File: config.mk
export PLATFORM = sky130hd
export DESIGN_NAME = trap_ctrl
export DESIGN_NICKNAME = d
export VERILOG_FILES = /design/src/rtl/trap_ctrl.sv
export SDC_FILE = /design/constraint.sdc
export NUM_CORES = 1
export LEC_CHECK = 0
export CORE_AREA = 2 2 183 185
export DETAILED_ROUTE_END_ITERATION = 10
export DIE_AREA = 0 0 185 187
export PLACE_DENSITY = 0.53
export SLEW_MARGIN = 30
export SYNTH_ARGS = -nofsm -noshare
export SYNTH_HDL_FRONTEND = slang
export SYNTH_SLANG_ARGS = --single-unit
export TNS_END_PERCENT = 50
File: constraint.sdc
create_clock -name clk_i -period 3.1 [get_ports clk_i]
set_clock_uncertainty 0.2 [all_clocks]
set_input_delay 0.31 -clock clk_i [delete_from_list [all_inputs] [get_ports clk_i]]
set_output_delay 0.31 -clock clk_i [all_outputs]
set_load 0.005 [all_outputs]
File: src/rtl/trap_ctrl.sv
// trap_ctrl: M-mode trap sequencer, commits exception / MRET / interrupt CSR updates and redirects the PC.
// Interrupt support is built only when TRAP_CTRL_IRQ_EN is defined.
module trap_ctrl (
  input  logic        clk_i,
  input  logic        rst_ni,
  input  logic        exc_valid_i,
  input  logic [3:0]  exc_code_i,
  input  logic [31:0] exc_pc_i,
  input  logic [31:0] exc_tval_i,
  input  logic        mret_i,
  input  logic        meip_i,
  input  logic        mtip_i,
  input  logic        msip_i,
  input  logic [31:0] mstatus_i,
  input  logic [31:0] mie_i,
  input  logic [31:0] mepc_i,
  input  logic [31:0] mcause_i,
  input  logic [31:0] mtval_i,
  input  logic [31:0] exc_ret_addr_i,
  output logic        we_exc_o,
  output logic        is_int_o,
  output logic [31:0] mcause_d_o,
  output logic [31:0] mepc_d_o,
  output logic [31:0] mtval_d_o,
  output logic [31:0] mstatus_d_o,
  output logic [31:0] mip_d_o,
  output logic        sel_exc_nret_o,
  output logic        stall_o,
  output logic        flush_o,
  output logic        redirect_valid_o,
  output logic [31:0] redirect_pc_o,
  input  logic        redirect_ready_i
);

  typedef enum logic [1:0] {
    IDLE     = 2'd0,
    COMMIT   = 2'd1,
    REDIRECT = 2'd2
  } state_e;

  typedef enum logic [1:0] {
    EV_EXC  = 2'd0,
    EV_MRET = 2'd1,
    EV_INT  = 2'd2
  } ev_e;

  state_e      state_q, state_d;
  ev_e         ev_q, ev_d;
  logic [3:0]  code_q, code_d;
  logic [31:0] pc_q, pc_d;
  logic [31:0] tval_q;
  logic [31:0] rpc_q;

  logic        irq_pend;
  logic [3:0]  irq_code;
  logic        take;
  logic        accept;
  logic        mret_sel;
  logic        int_sel;
  logic [31:0] trap_status;
  logic [31:0] mret_status;

`ifdef TRAP_CTRL_IRQ_EN
  logic       mei, msi, mti;
  logic [2:0] lines_q;
  logic       unused_mie;

  assign mei = meip_i & mie_i[11];
  assign msi = msip_i & mie_i[3];
  assign mti = mtip_i & mie_i[7];
  assign irq_pend = mstatus_i[3] & (mei | msi | mti);
  assign unused_mie = ^{mie_i[31:12], mie_i[10:8],
                        mie_i[6:4], mie_i[2:0]};

  always_comb begin
    irq_code = 4'd7;
    if (mei)      irq_code = 4'd11;
    else if (msi) irq_code = 4'd3;
  end

  always_ff @(posedge clk_i or negedge rst_ni) begin
    if (!rst_ni) begin
      lines_q <= 3'b000;
    end else if (accept) begin
      lines_q <= int_sel ? {meip_i, mtip_i, msip_i} : 3'b000;
    end
  end
`else
  logic unused_irq;

  assign irq_pend   = 1'b0;
  assign irq_code   = 4'd0;
  assign unused_irq = ^{meip_i, mtip_i, msip_i, mie_i};
`endif

  assign take     = exc_valid_i | mret_i | irq_pend;
  assign accept   = (state_q == IDLE) & take;
  assign mret_sel = mret_i & ~exc_valid_i;
  assign int_sel  = irq_pend & ~exc_valid_i & ~mret_i;

  // MPIE<=MIE, MIE<=0, MPP<=M on trap entry
  assign trap_status = {mstatus_i[31:13], 2'b11, mstatus_i[10:8],
                        mstatus_i[3], mstatus_i[6:4], 1'b0,
                        mstatus_i[2:0]};
  assign mret_status = {mstatus_i[31:13], 2'b11, mstatus_i[10:8],
                        1'b1, mstatus_i[6:4], mstatus_i[7],
                        mstatus_i[2:0]};

  always_comb begin
    ev_d   = EV_EXC;
    code_d = exc_code_i;
    pc_d   = {exc_pc_i[31:2], 2'b00};
    unique case (1'b1)
      exc_valid_i: ;
      mret_sel: ev_d = EV_MRET;
      int_sel: begin
        ev_d   = EV_INT;
        code_d = irq_code;
        pc_d   = exc_pc_i;
      end
      default: ;
    endcase
  end

  always_ff @(posedge clk_i or negedge rst_ni) begin
    if (!rst_ni) begin
      state_q <= IDLE;
    end else begin
      state_q <= state_d;
    end
  end

  always_comb begin
    state_d = state_q;
    unique case (state_q)
      IDLE:     if (take) state_d = COMMIT;
      COMMIT:   state_d = REDIRECT;
      REDIRECT: if (redirect_ready_i) state_d = IDLE;
      default:  state_d = IDLE;
    endcase
  end

  always_ff @(posedge clk_i or negedge rst_ni) begin
    if (!rst_ni) begin
      ev_q   <= EV_EXC;
      code_q <= 4'd0;
      pc_q   <= 32'd0;
      tval_q <= 32'd0;
      rpc_q  <= 32'd0;
    end else begin
      if (accept) begin
        ev_q   <= ev_d;
        code_q <= code_d;
        pc_q   <= pc_d;
        tval_q <= exc_tval_i;
      end
      if (state_q == COMMIT) rpc_q <= exc_ret_addr_i;
    end
  end

  always_comb begin
    we_exc_o         = 1'b0;
    is_int_o         = 1'b0;
    mcause_d_o       = 32'd0;
    mepc_d_o         = 32'd0;
    mtval_d_o        = 32'd0;
    mstatus_d_o      = 32'd0;
    mip_d_o          = 32'd0;
    sel_exc_nret_o   = 1'b0;
    stall_o          = 1'b0;
    flush_o          = 1'b0;
    redirect_valid_o = 1'b0;
    redirect_pc_o    = 32'd0;
    unique case (state_q)
      COMMIT: begin
        we_exc_o       = 1'b1;
        flush_o        = 1'b1;
        stall_o        = 1'b1;
        sel_exc_nret_o = (ev_q == EV_MRET);
        unique case (ev_q)
          EV_MRET: begin
            mstatus_d_o = mret_status;
            mepc_d_o    = mepc_i;
            mcause_d_o  = mcause_i;
            mtval_d_o   = mtval_i;
          end
`ifdef TRAP_CTRL_IRQ_EN
          EV_INT: begin
            is_int_o    = 1'b1;
            mcause_d_o  = {1'b1, 27'd0, code_q};
            mepc_d_o    = pc_q;
            mstatus_d_o = trap_status;
            mip_d_o     = {20'd0, lines_q[2], 3'd0,
                           lines_q[1], 3'd0,
                           lines_q[0], 3'd0};
          end
`endif
          default: begin
            mcause_d_o  = {28'd0, code_q};
            mepc_d_o    = pc_q;
            mtval_d_o   = tval_q;
            mstatus_d_o = trap_status;
          end
        endcase
      end
      REDIRECT: begin
        stall_o          = 1'b1;
        redirect_valid_o = 1'b1;
        redirect_pc_o    = rpc_q;
        sel_exc_nret_o   = (ev_q == EV_MRET);
      end
      default: ;
    endcase
  end

endmodule

### Word level (Yosys, flattened, before mapping)

Index checks and enable logic that the tools add are counted.

* register bits after elaboration: 102
* bits in latches: 0
* memory bits (writable): 0
* memory bits (read-only): 0
* bits of input ports: 268
* memories: 0

* add/sub/neg operators: 0
* multipliers: 0
* divide/modulo/power cells: 0
* order comparisons: 0
* eq/ne operators: 5
* shift-type cells: 0
* mux-type cells: 17
* bitwise logic cells: 4
* reduce and logical (&&, ||, !) cells: 3

Operators with widths (count)
* two-way mux 32 bit: 8
* two-way mux 8 bit: 1
* one-hot mux 2 bit (3 select lines): 1
* two-way mux 1 bit: 5
* equality test 2 x 1 -> 1 bit (second input constant): 2
* two-way mux 2 bit: 2
* inequality test 2 bit (second input constant): 2
* bitwise AND 1 bit: 2
* equality test 2 bit (second input constant): 1
* zero test 2 bit: 1
* AND reduction 2 bit: 1
* OR reduction 2 bit: 1
* inverter 1 bit: 1
* bitwise OR 1 bit: 1

### Longest topological paths before layout

* word-level depth: 3
* mapped depth: 6

### Worst setup path after synthesis

No wires, ideal clock.

* path type: register to output
* start: register state_q[1]
* end: output mcause_d_o[0]
* arrival time: 1.332 ns
* required time: 2.590 ns
* path slack: 1.258 ns
* stages on the path, launching flop included: 7
* buffers on the path: 3
* path through: dfrtp_1 inv_1 ha_1 buf_2 buf_2 clkbuf_1 nor2b_1

* cells in the longest elaborated chain, start to end: 2

Ends and longest elaborated chain
* from (decl): RTL line 47 `state_e state_q, state_d;`
* from (signal assigned): RTL line 129 `state_q <= state_d;`
* equality test 2 x 1 -> 1 bit: RTL line 174 `unique case (state_q)`
* two-way mux 32 bit: RTL line 174
* to (decl): RTL line 22 `output logic [31:0] mcause_d_o,`

Every way passes these cells.

### Worst setup path after layout

* start: register state_q[1]
* end: output mtval_d_o[15]

* cells in the longest elaborated chain, start to end: 2

Ends and longest elaborated chain
* equality test 2 x 1 -> 1 bit: RTL line 174
* two-way mux 32 bit: RTL line 174
* to (decl): RTL line 24 `output logic [31:0] mtval_d_o,`

Every way passes these cells.

==> impl_metrics.csv <==
group,metric,value,unit
outcome,status,"finished, final reports clean",
timing,max_freq,358,MHz
grt,antenna_found_initial,0,
clock_tree,cts_tree,"yes",
power_and_ir_drop,swShare,33.3,%
finish,final_nets,1165,
finish,syn_to_final_growth,76.4,%
clock_tree,h-tree-depth,3,
grt,grt_pass1_vias,5217,
critical_path,path_cells,"inv_1, ha_4, buf_12, nor2b_1, clkdlybuf4s50_1",
logic_synthesis,synth_area,6060,sq um
detailed_routing,finalWirelength,21400,microns
clock_tree,cts_num_sinks,101,
logic_synthesis,yosysSeqAreaShare,41.7,%
timing,setup_tns,0,ns
finish,fillers,3354,
die,num_rows,67,
grt,grt.total_usage,12.1,%
logic_synthesis,yosysUniqueCellTypes,19,
timing,drv_slew,0,
clock_tree,cts_buffers,9,
power_and_ir_drop,p_int,5.78,mW
critical_path,startpoint_type,"flop",
timing,worst_slew_pin_slew,0.539,ns
critical_path,crit_path_top_delay_cell,"clkdlybuf4s50_1",
clock_tree,cts_setup_buffers,0,
placement,port_buffers,393,
critical_path,crit_type,"reg -> out",
detailed_routing,drtIter0Drc,171,
timing,fin_crit,2.80,ns
grt,overflow,0,
hold_path,hp-class,"in -> async",
die,die_y,187,microns
power_and_ir_drop,p_comb_share,58.1,%
detailed_routing,drt-pass1-iter-count,4,
clock_tree,clk_latency,0.35,ns
detailed_routing,viasPerCell,3.72,
logic_synthesis,ys_seq_elements,101,
die,die_area,34600,sq um
finish,antenna_cells,0,
finish,fin_util,32.5,%
finish,multi_input_area,3170,sq um
grt,grt_pass1_wl,32100,microns
power_and_ir_drop,pwr-share-clk,13.6,%
power_and_ir_drop,cellPowerDensity,811,nW/um^2
placement,gp_congestion,0.760,
logic_synthesis,yosys_warnings,0,
clock_tree,cts_buffer_depth,2,
die,ios,466,
power_and_ir_drop,peakVddDrop,0.308,mV
timing,hold_viol_final,0,
critical_path,path_max_fanout,50,
die,start_util,18.4,%
critical_path,reg2reg_depth,5,
timing,slew-limit-headroom,64.1,%
critical_path,endpoint_kind,"output port",
logic_synthesis,synthCells,515,
clock_tree,clkTransAtPathRegs,0.09,ns
clock_tree,cts_root_buffer,"clkbuf_16",
detailed_routing,antenna_left,0,
die,fp.coreArea,32900,sq um
detailed_routing,wire_per_inst,15.9,microns
critical_path,max_stage_delay,0.55,ns
timing,setup_viol,0,
placement,dp_slack,0.650,ns
power_and_ir_drop,p_seq_share,28.4,%
detailed_routing,drc,0,
power_and_ir_drop,power,8.66,mW
power_and_ir_drop,p_leak,4.50,nW
detailed_routing,vias,4998,
timing,worst_slack,0.303,ns
grt,grt_max_degree,51,
run,drv_cap,0,
power_and_ir_drop,p_sw,2.88,mW
timing,grt_setup_unrepaired,"false",
critical_path,critPathArrivalTime,2.29,ns
placement,place_hpwl,16300,microns
die,fp.dieW,185,microns
critical_path,critPathRequiredTime,2.59,ns
finish,regArea,2530,sq um
timing,finalCritPeriodShare,90.2,%
finish,layout-drive-gt1-share,14.8,%
logic_synthesis,postSynthAreaPerCell,11.8,sq um
==> placed cells by master (no fill, tap or decap) <==
cell type and count:
clkbuf_16 9, mux2i_1 66, clkinv_2 1, clkinv_8 2, and2_1 61, nor2_1 1, clkdlybuf4s50_1 392, conb_1 33
ha_1 4, mux2_4 40, dfrtp_1 100, mux2_2 59, inv_1 2, and3_1 31, clkinv_4 2, ha_4 1
nor2b_1 67, o21ai_0 1, dfrtp_4 1, buf_12 5, buf_4 10, inv_8 2, a21oi_1 3, o21a_1 2
dlygate4sd3_1 1, o21ai_4 1
==> metal layers <==
layer	vias up	global-route usage (%)	part of all wire, %	wire length, microns
met5	-	0	0	0
met4	0	2.72	1.2	261
met3	17	4.81	9.1	1950
met2	203	19.9	48	10200
met1	2362	14.9	42	9010
li1	2416	-	-	-
==> per-stage QoR <==
stage,cells,cell area [sq um],hold WS (ns)
final,1345,10700,0.279
after global routing,1345,10700,0.316
after CTS,1345,10700,0.297
after detailed placement,1328,10400,0.131
after global placement,1328,10400,0.129
after floorplan,547,6180,-0.186
==> what timing repair did <==
item,CTS,global route
hold buffers,1,0
resized for setup,0,0
hold endpoints to repair,36,0
==> final timing paths <==
path / start / endpoint / slack [ns]
worst min-delay path: rst_ni / tval_q[2] / 0.28
worst max-delay path: state_q[1] / mtval_d_o[15] / 0.30
worst max register to register: state_q[0] / tval_q[22] / 1.03
worst min register to register: rpc_q[13] / rpc_q[13] / 0.30
max in group asynchronous: rst_ni / tval_q[22] / 1.70
min in group clk_i: rpc_q[13] / rpc_q[13] / 0.30
==> area by class of cell <==
| cell class | instances | share of cell area (%) |
|---|---|---|
| sequential | 101 | 23.7 |
| multi-input combinational | 370 | 29.7 |
| timing repair buffer | 408 | 38.5 |
| clock inverter | 7 | 0.726 |
| tap | 448 | 5.25 |
| inverter | 2 | 0.0703 |
| clock buffer | 9 | 2.11 |
==> logic make-up after synthesis <==
family | Yosys count | synth area share, %
other | 1 | 0.0619
AOI/OAI and AO/OA | 7 | 0.723
DFF | 101 | 41.7
buffers and inverters | 76 | 8.16
adders and majority gates | 5 | 1.03
muxes | 165 | 31.8
and+or+nand+nor | 160 | 16.5
==> sequential cells by signal, summed over array words and instances (netlist names) <==
signal	count
rpc_q	32
tval_q	32
pc_q	30
code_q	4
state_q	2
ev_q	1
==> critical path: cells and delay by family, from the launching register on <==
kind / cells / cell delay (ns)
flip-flops: 1 / 0.43
adder cells (fa/ha/maj): 1 / 0.35
buffers and inverters: 3 / 0.95
AND/OR/NAND/NOR: 1 / 0.16
==> cell usage after synthesis <==
library cell | number | share of area [%]
o21a_1 | 2 | 0.25
nor2_1 | 1 | 0.062
and3_1 | 31 | 3.2
conb_1 | 1 | 0.062
o21ai_0 | 1 | 0.083
nor2b_1 | 67 | 6.9
mux2i_1 | 66 | 11
dfrtp_1 | 101 | 42
mux2_4 | 40 | 9.9
buf_6 | 5 | 0.93
buf_2 | 8 | 0.66
mux2_2 | 59 | 11
and2_1 | 61 | 6.3
inv_1 | 2 | 0.12
a21oi_1 | 3 | 0.25
buf_4 | 43 | 5.3
clkbuf_1 | 18 | 1.1
ha_1 | 5 | 1.0
o21ai_2 | 1 | 0.14
==> power by group through the flow <==
stage,Clock [mW],Sequential (mW),Combinational (mW)
2_1_floorplan,0,2.25,2.97
6_report,1.18,2.46,5.03
5_1_grt,1.30,2.57,5.45
4_1_cts,1.26,2.48,5.14
3_5_place_dp,0,2.50,5.11
3_3_place_gp,0,2.49,5.08
Power figures use the tool's default switching activity.
==> RTL change 1, RTL diff (same settings) <==
Encoding of `ev_e`: now one-hot (3 bits for 3 values).
--- a/src/rtl/trap_ctrl.sv
+++ b/src/rtl/trap_ctrl.sv
@@ -39,8 +39,8 @@
   } state_e;
 
-  typedef enum logic [1:0] {
-    EV_EXC  = 2'd0,
-    EV_MRET = 2'd1,
-    EV_INT  = 2'd2
+  typedef enum logic [2:0] {
+    EV_EXC  = 3'b001,
+    EV_MRET = 3'b010,
+    EV_INT  = 3'b100
   } ev_e;
 
Check against the original RTL: no difference found for any inputs over 4 cycles, from zero or initial values and one cycle with rst_ni low; so few cycles prove little.
==> RTL change 1 against the unedited design <==
  * Area after synthesis is 0.12% lower
  * Routed wire length up 1.1%
  * Cell area increased by 0.56%
  * Power down 0.78%
  * First-iteration DRC count down 44%
  * Sequential share of layout area grew 0.077 points
  * Sequential power shrank 3%
  * Sequential cell count up 1
  * Worst setup slack lost 0.084 ns
  * Worst hold slack worse by 0.035 ns
  * Largest power group unchanged
==> RTL change 1: results (changes against the unedited design) <==
Clocking
  – CTS buffer count: 9 (unchanged)
  – Clk_lat worst skew: 0.35 ns (about the same)
  – H-tree Lvls: 3 (unchanged)
  – Post-CTS Setup Repair Bufs: 0 (unchanged)

Global route
  – Number of global-route vias before repair: 5751 (was 5217)
  – Largest net degree at the start of global routing: 72 (was 51)
  – Total GRT Usage: 0.1244 (was 0.1213)
  – First-pass GRT wire length: 33150 µm (was 32130 µm)

Final layout
  – Post-layout util: 0.3270 (was 0.3252)
  – Layout cells sized above 1: 0.1439 (was 0.1483)
  – Ant. Diodes: 0 (unchanged)
  – # fillers: 3436 (was 3354)
  – Final nets: 1241 (was 1165)

Yosys
  – Count of cell types in the netlist: 23 (was 19)
  – Synth area leaders: dfrtp_1 42%, mux2_2 11%, mux2_4 9.9% (was dfrtp_1 42%, mux2_2 11%, mux2i_1 11%)
  – Seq/Total Area, Yosys: 0.4222 (was 0.4174)
  – Synth cell count leaders: 133 x nand2_1, 101 x dfrtp_1, 66 x a21boi_0 (was 101 x dfrtp_1, 67 x nor2b_1, 66 x mux2i_1)
  – Asr flop ratio synth: 1.000 (unchanged)

STA
  – Headroom to the max-slew limit: 0.5639 (was 0.6406)

Power and ir drop
  – Leakage: 4.471 nW (was 4.499 nW)
  – Peak supply drop: 350.0 µV (was 308.4 µV)
  – Sw Pwr: 2.916 mW (was 2.883 mW)

Detailed routing
  – Routed met3 length: 1521 µm (was 1947 µm)
  – Iter 0 DRT Violations: 95 (was 171)
  – Uppermost layer routed: met4 (unchanged)
  – Met2 WL: 11010 µm (was 10230 µm)
  – M1 WL: 8888 µm (was 9009 µm)
  – WL/cell: 15.27 µm (was 15.95 µm)
  – Vias/cell: 3.796 (was 3.716)

Placement
  – Post-DP HPWL: 16640 µm (was 16310 µm)
  – Routability cong.: 0.7381 (was 0.7597)
  – IO Port Bufs: 393 (unchanged)
  – Dpl cell area: 10440 µm² (was 10370 µm²)

Outcome
  – Outcome: finished, final reports clean (unchanged)

Worst hold path
  – Hold WC Path Type: in -> async (unchanged)

Setup path
  – Arrival @ worst endpoint: 2.37 ns (was 2.29 ns)
  – Critical-path maximum fanout: 71 (was 50)
RTL change 1: power groups by stage:
stage / registers (mW) / clock network [mW] / logic [mW]
final: 2.39 / 1.17 / 5.04
after floorplan: 2.28 / 0 / 2.77
after detailed placement: 2.41 / 0 / 5.12
after CTS: 2.40 / 1.24 / 5.15
after global placement: 2.40 / 0 / 5.11
after global routing: 2.49 / 1.28 / 5.50
RTL change 1: worst paths after layout:
path	slack (ns)	cells past startpoint	from	end
max	0.22	5	state_q[1]	mepc_d_o[2]
min	0.24	2	rst_ni	pc_q[4]
max reg2reg	1.01	5	state_q[0]	pc_q[25]
min reg2reg	0.30	1	rpc_q[9]	rpc_q[9]
max in group asynchronous	1.71	3	rst_ni	rpc_q[21]
min in group clk_i	0.30	1	rpc_q[9]	rpc_q[9]
RTL change 1: layout make-up:
| type | instances | share of cell area |
|---|---|---|
| multi-input combinational | 440 | 0.2915 |
| sequential | 102 | 0.2377 |
| tap | 448 | 0.05217 |
| clock buffer | 10 | 0.02224 |
| clock inverter | 6 | 0.004891 |
| inverter | 2 | 0.0006986 |
| timing repair buffer | 413 | 0.3909 |
RTL change 1: cell families after synthesis:
| family | Yosys count | share of synthesized area |
|---|---|---|
| AOI/OAI and AO/OA | 74 | 0.09061 |
| adders and majority gates | 5 | 0.01034 |
| buffers and inverters | 83 | 0.08564 |
| DFF | 102 | 0.4222 |
| muxes | 99 | 0.2091 |
| other | 1 | 0.0006200 |
| and+or+nand+nor | 229 | 0.1814 |
RTL change 1: worst max-delay path, stage by stage (launching register included):
cell	delay (ns)
dfrtp_1	0.42
inv_1	0.14
ha_4	0.25
buf_12	0.27
a21boi_0	0.31
clkdlybuf4s50_1	0.57
RTL change 1: per-stage QoR:
stage,std cells,setup slack (ns),hold WS [ns]
4_1_cts,1421,0.06080,0.2654
5_1_grt,1421,0.05894,0.2914
3_3_place_gp,1404,0.5174,0.1049
6_report,1421,0.2195,0.2441
3_5_place_dp,1404,0.4602,0.1090
2_1_floorplan,625,1.184,-0.1856
RTL change 1: per-layer routing:
layer	global-route usage	vias to the layer above
li1	-	2637
met1	0.1460	2521
met2	0.2237	220
met3	0.03076	16
met4	0.03297	0
met5	0	-
RTL change 1: what timing repair did:
action                     4_1_cts  5_1_grt
hold buffers                     1        0
hold endpoints to repair        30        0
gates resized for setup          0        2
setup endpoints to repair        0        1
==> RTL change 2, RTL diff (config.mk and constraints unchanged) <==
Made on the original files. Build with the macro `TRAP_CTRL_IRQ_EN` defined.
--- a/src/rtl/trap_ctrl.sv
+++ b/src/rtl/trap_ctrl.sv
@@ -1,4 +1,6 @@
 // trap_ctrl: M-mode trap sequencer, commits exception / MRET / interrupt CSR updates and redirects the PC.
 // Interrupt support is built only when TRAP_CTRL_IRQ_EN is defined.
+`define TRAP_CTRL_IRQ_EN
+
 module trap_ctrl (
   input  logic        clk_i,
Function: changed (a bounded check fails within 4 cycles, from zero or initial values and one cycle with rst_ni low).
==> RTL change 2 against the unedited design <==
  * Routed wire length increased by 7.5%
  * Cell area increased by 3.9%
  * Clock power increased by 4%
  * Worst setup slack got worse by 0.13 ns
  * Critical endpoint is now mtval_d_o[23]
  * Area after synthesis increased by 3.9%
  * Utilization increased by 1.3 points
  * Synthesized cell count increased by 8.3%
  * Sequential cell count increased by 6
  * Power increased by 6.5%
  * Die area unchanged
==> RTL change 2: results (changes against the unedited design) <==
Placement
  – Post-DP HPWL: 17270 µm (was 16310 µm)
  – IO Port Bufs: 405 (was 393)
  – Routability cong.: 0.7467 (was 0.7597)

Final layout
  – Final nets: 1216 (was 1165)
  – Layout cells sized above 1: 0.1373 (was 0.1483)
  – Regs by FF count: pc_q x32, rpc_q x32, tval_q x32 (was rpc_q x32, tval_q x32, pc_q x30)

Setup path
  – Critical-path maximum fanout: 36 (was 50)
  – CP max stage cell: clkdlybuf4s50_1 (unchanged)
  – Critical Path Max Stage Delay: 0.54 ns
  – Arrival @ worst endpoint: 2.42 ns (was 2.29 ns)

Clocking
  – H-tree Lvls: 3 (unchanged)
  – Clock transition at path regs: 0.08 ns
  – Clk_lat worst skew: 0.36 ns
  – CTS Buffer Depth: 2 (unchanged)
  – CTS buffer count: 9 (unchanged)
  – CTS root buf: clkbuf_16 (unchanged)

Global route
  – Grt total ovfl: 0 (unchanged)
  – Number of global-route vias before repair: 5714 (was 5217)
  – Total GRT Usage: 0.1311 (was 0.1213)
  – Initial antenna violation count: 2 (was 0)
  – Largest net degree at the start of global routing: 99 (was 51)
  – First-pass GRT wire length: 34670 µm (was 32130 µm)

Yosys
  – Asr flop ratio synth: 1.000 (unchanged)
  – Yosys synthesis warning count: 0 (unchanged)
  – Seq/Total Area, Yosys: 0.4256 (was 0.4174)
  – Synth area leaders: dfrtp_1 43%, mux2_2 11%, mux2_4 8.6% (was dfrtp_1 42%, mux2_2 11%, mux2i_1 11%)
  – Count of cell types in the netlist: 32 (was 19)
  – Synth cell count leaders: 107 x dfrtp_1, 66 x nor2b_1, 61 x and2_1 (was 101 x dfrtp_1, 67 x nor2b_1, 66 x mux2i_1)

Detailed routing
  – Iter 0 DRT Violations: 141 (was 171)
  – WL/cell: 16.50 µm (was 15.95 µm)
  – First-pass iteration count of the detailed router: 4 (unchanged)
  – DRT antenna net count: 0 (unchanged)
  – Via Count: 5456 (was 4998)

Flow run
  – Maxcap violations: 0 (unchanged)

STA
  – Headroom to the max-slew limit: 0.5223 (was 0.6406)

Power and ir drop
  – Leakage: 4.469 nW (was 4.499 nW)
  – Peak supply drop: 324.4 µV (was 308.4 µV)
  – Sw Pwr: 3.104 mW (was 2.883 mW)

Worst hold path
  – Hold WC Path Type: in -> async (unchanged)

Outcome
  – Outcome: finished, final reports clean (unchanged)
## RTL change 2: layer usage
layer / wire, µm / GRT usage / up-vias
met5: 0 / 0 / -
met2: 11360 / 0.2249 / 205
met4: 347 / 0.03388 / 0
met3: 1679 / 0.03738 / 15
met1: 9668 / 0.1604 / 2611
li1: - / - / 2625
## RTL change 2: worst max-delay path, delay by kind of cell, from the launching register on
kind / cells / cell delay (ns)
buffers and inverters: 3 / 0.83
AOI/OAI and AO/OA: 1 / 0.10
DFF: 1 / 0.40
and+or+nand+nor: 2 / 0.35
adders and majority gates: 1 / 0.35
## RTL change 2: logic make-up (layout without fill, tap and decap cells)
family	count (synthesis)	count (layout)	share of synthesized area
adder cells (fa/ha/maj)	6	6	0.01193
multiplexers	128	128	0.2442
other	1	31	0.0005961
flip-flops	107	107	0.4256
buffers and inverters	82	443	0.07637
AO/OA/AOI/OAI	61	61	0.07418
AND/OR/NAND/NOR	173	173	0.1671
## RTL change 2: final timing paths
check                           startpoint       endpoint  slack (ns)  cells past startpoint
worst max-delay path               ev_q[0]  mtval_d_o[23]        0.17                      7
worst max register to register  state_q[0]       pc_q[12]        0.76                      6
worst min register to register   code_q[3]      code_q[3]        0.29                      1
worst min-delay path                rst_ni       rpc_q[9]        0.12                      2
min in group clk_i               code_q[3]      code_q[3]        0.29                      1
max in group asynchronous           rst_ni        pc_q[3]        1.78                      3
## RTL change 2: repair_timing
| item | 4_1_cts | 5_1_grt |
|---|---|---|
| resized for setup | 0 | 1 |
| hold buffers | 1 | 0 |
| setup endpoints to repair | 0 | 6 |
| hold endpoints to repair | 97 | 0 |
| buffers inserted | 0 | 2 |
## RTL change 2: power by group through the flow
stage,logic [mW],clock network (mW),registers [mW]
2_1_floorplan,3.14,0,2.35
3_3_place_gp,5.57,0,2.49
3_5_place_dp,5.60,0,2.50
4_1_cts,5.62,1.32,2.49
5_1_grt,5.98,1.36,2.57
6_report,5.52,1.23,2.47
## RTL change 2: cell type report
cell class / count / area (µm²)
Antenna cell: 2 / 5.005
Clock buffer: 11 / 232.7
Clock inverter: 5 / 67.56
Fill cell: 3377 / 21760
Inverter: 7 / 26.28
Multi-Input combinational cell: 397 / 3274
Sequential cell: 107 / 2678
Tap cell: 448 / 560.5
Timing Repair Buffer: 420 / 4258
## RTL change 2: through the flow
| stage | std cells | utilization | cell area, µm² | setup WS [ns] | power, mW |
|---|---|---|---|---|---|
| after floorplan | 586 | - | 6396 | 0.9484 | 5.497 |
| after global placement | 1376 | 0.3277 | 10770 | 0.4601 | 8.058 |
| after detailed placement | 1376 | 0.3277 | 10770 | 0.4485 | 8.103 |
| after CTS | 1393 | 0.3371 | 11080 | 0.02904 | 9.423 |
| after global routing | 1396 | 0.3378 | 11100 | 0.03429 | 9.913 |
| final | 1397 | 0.3378 | 11100 | 0.1707 | 9.227 |
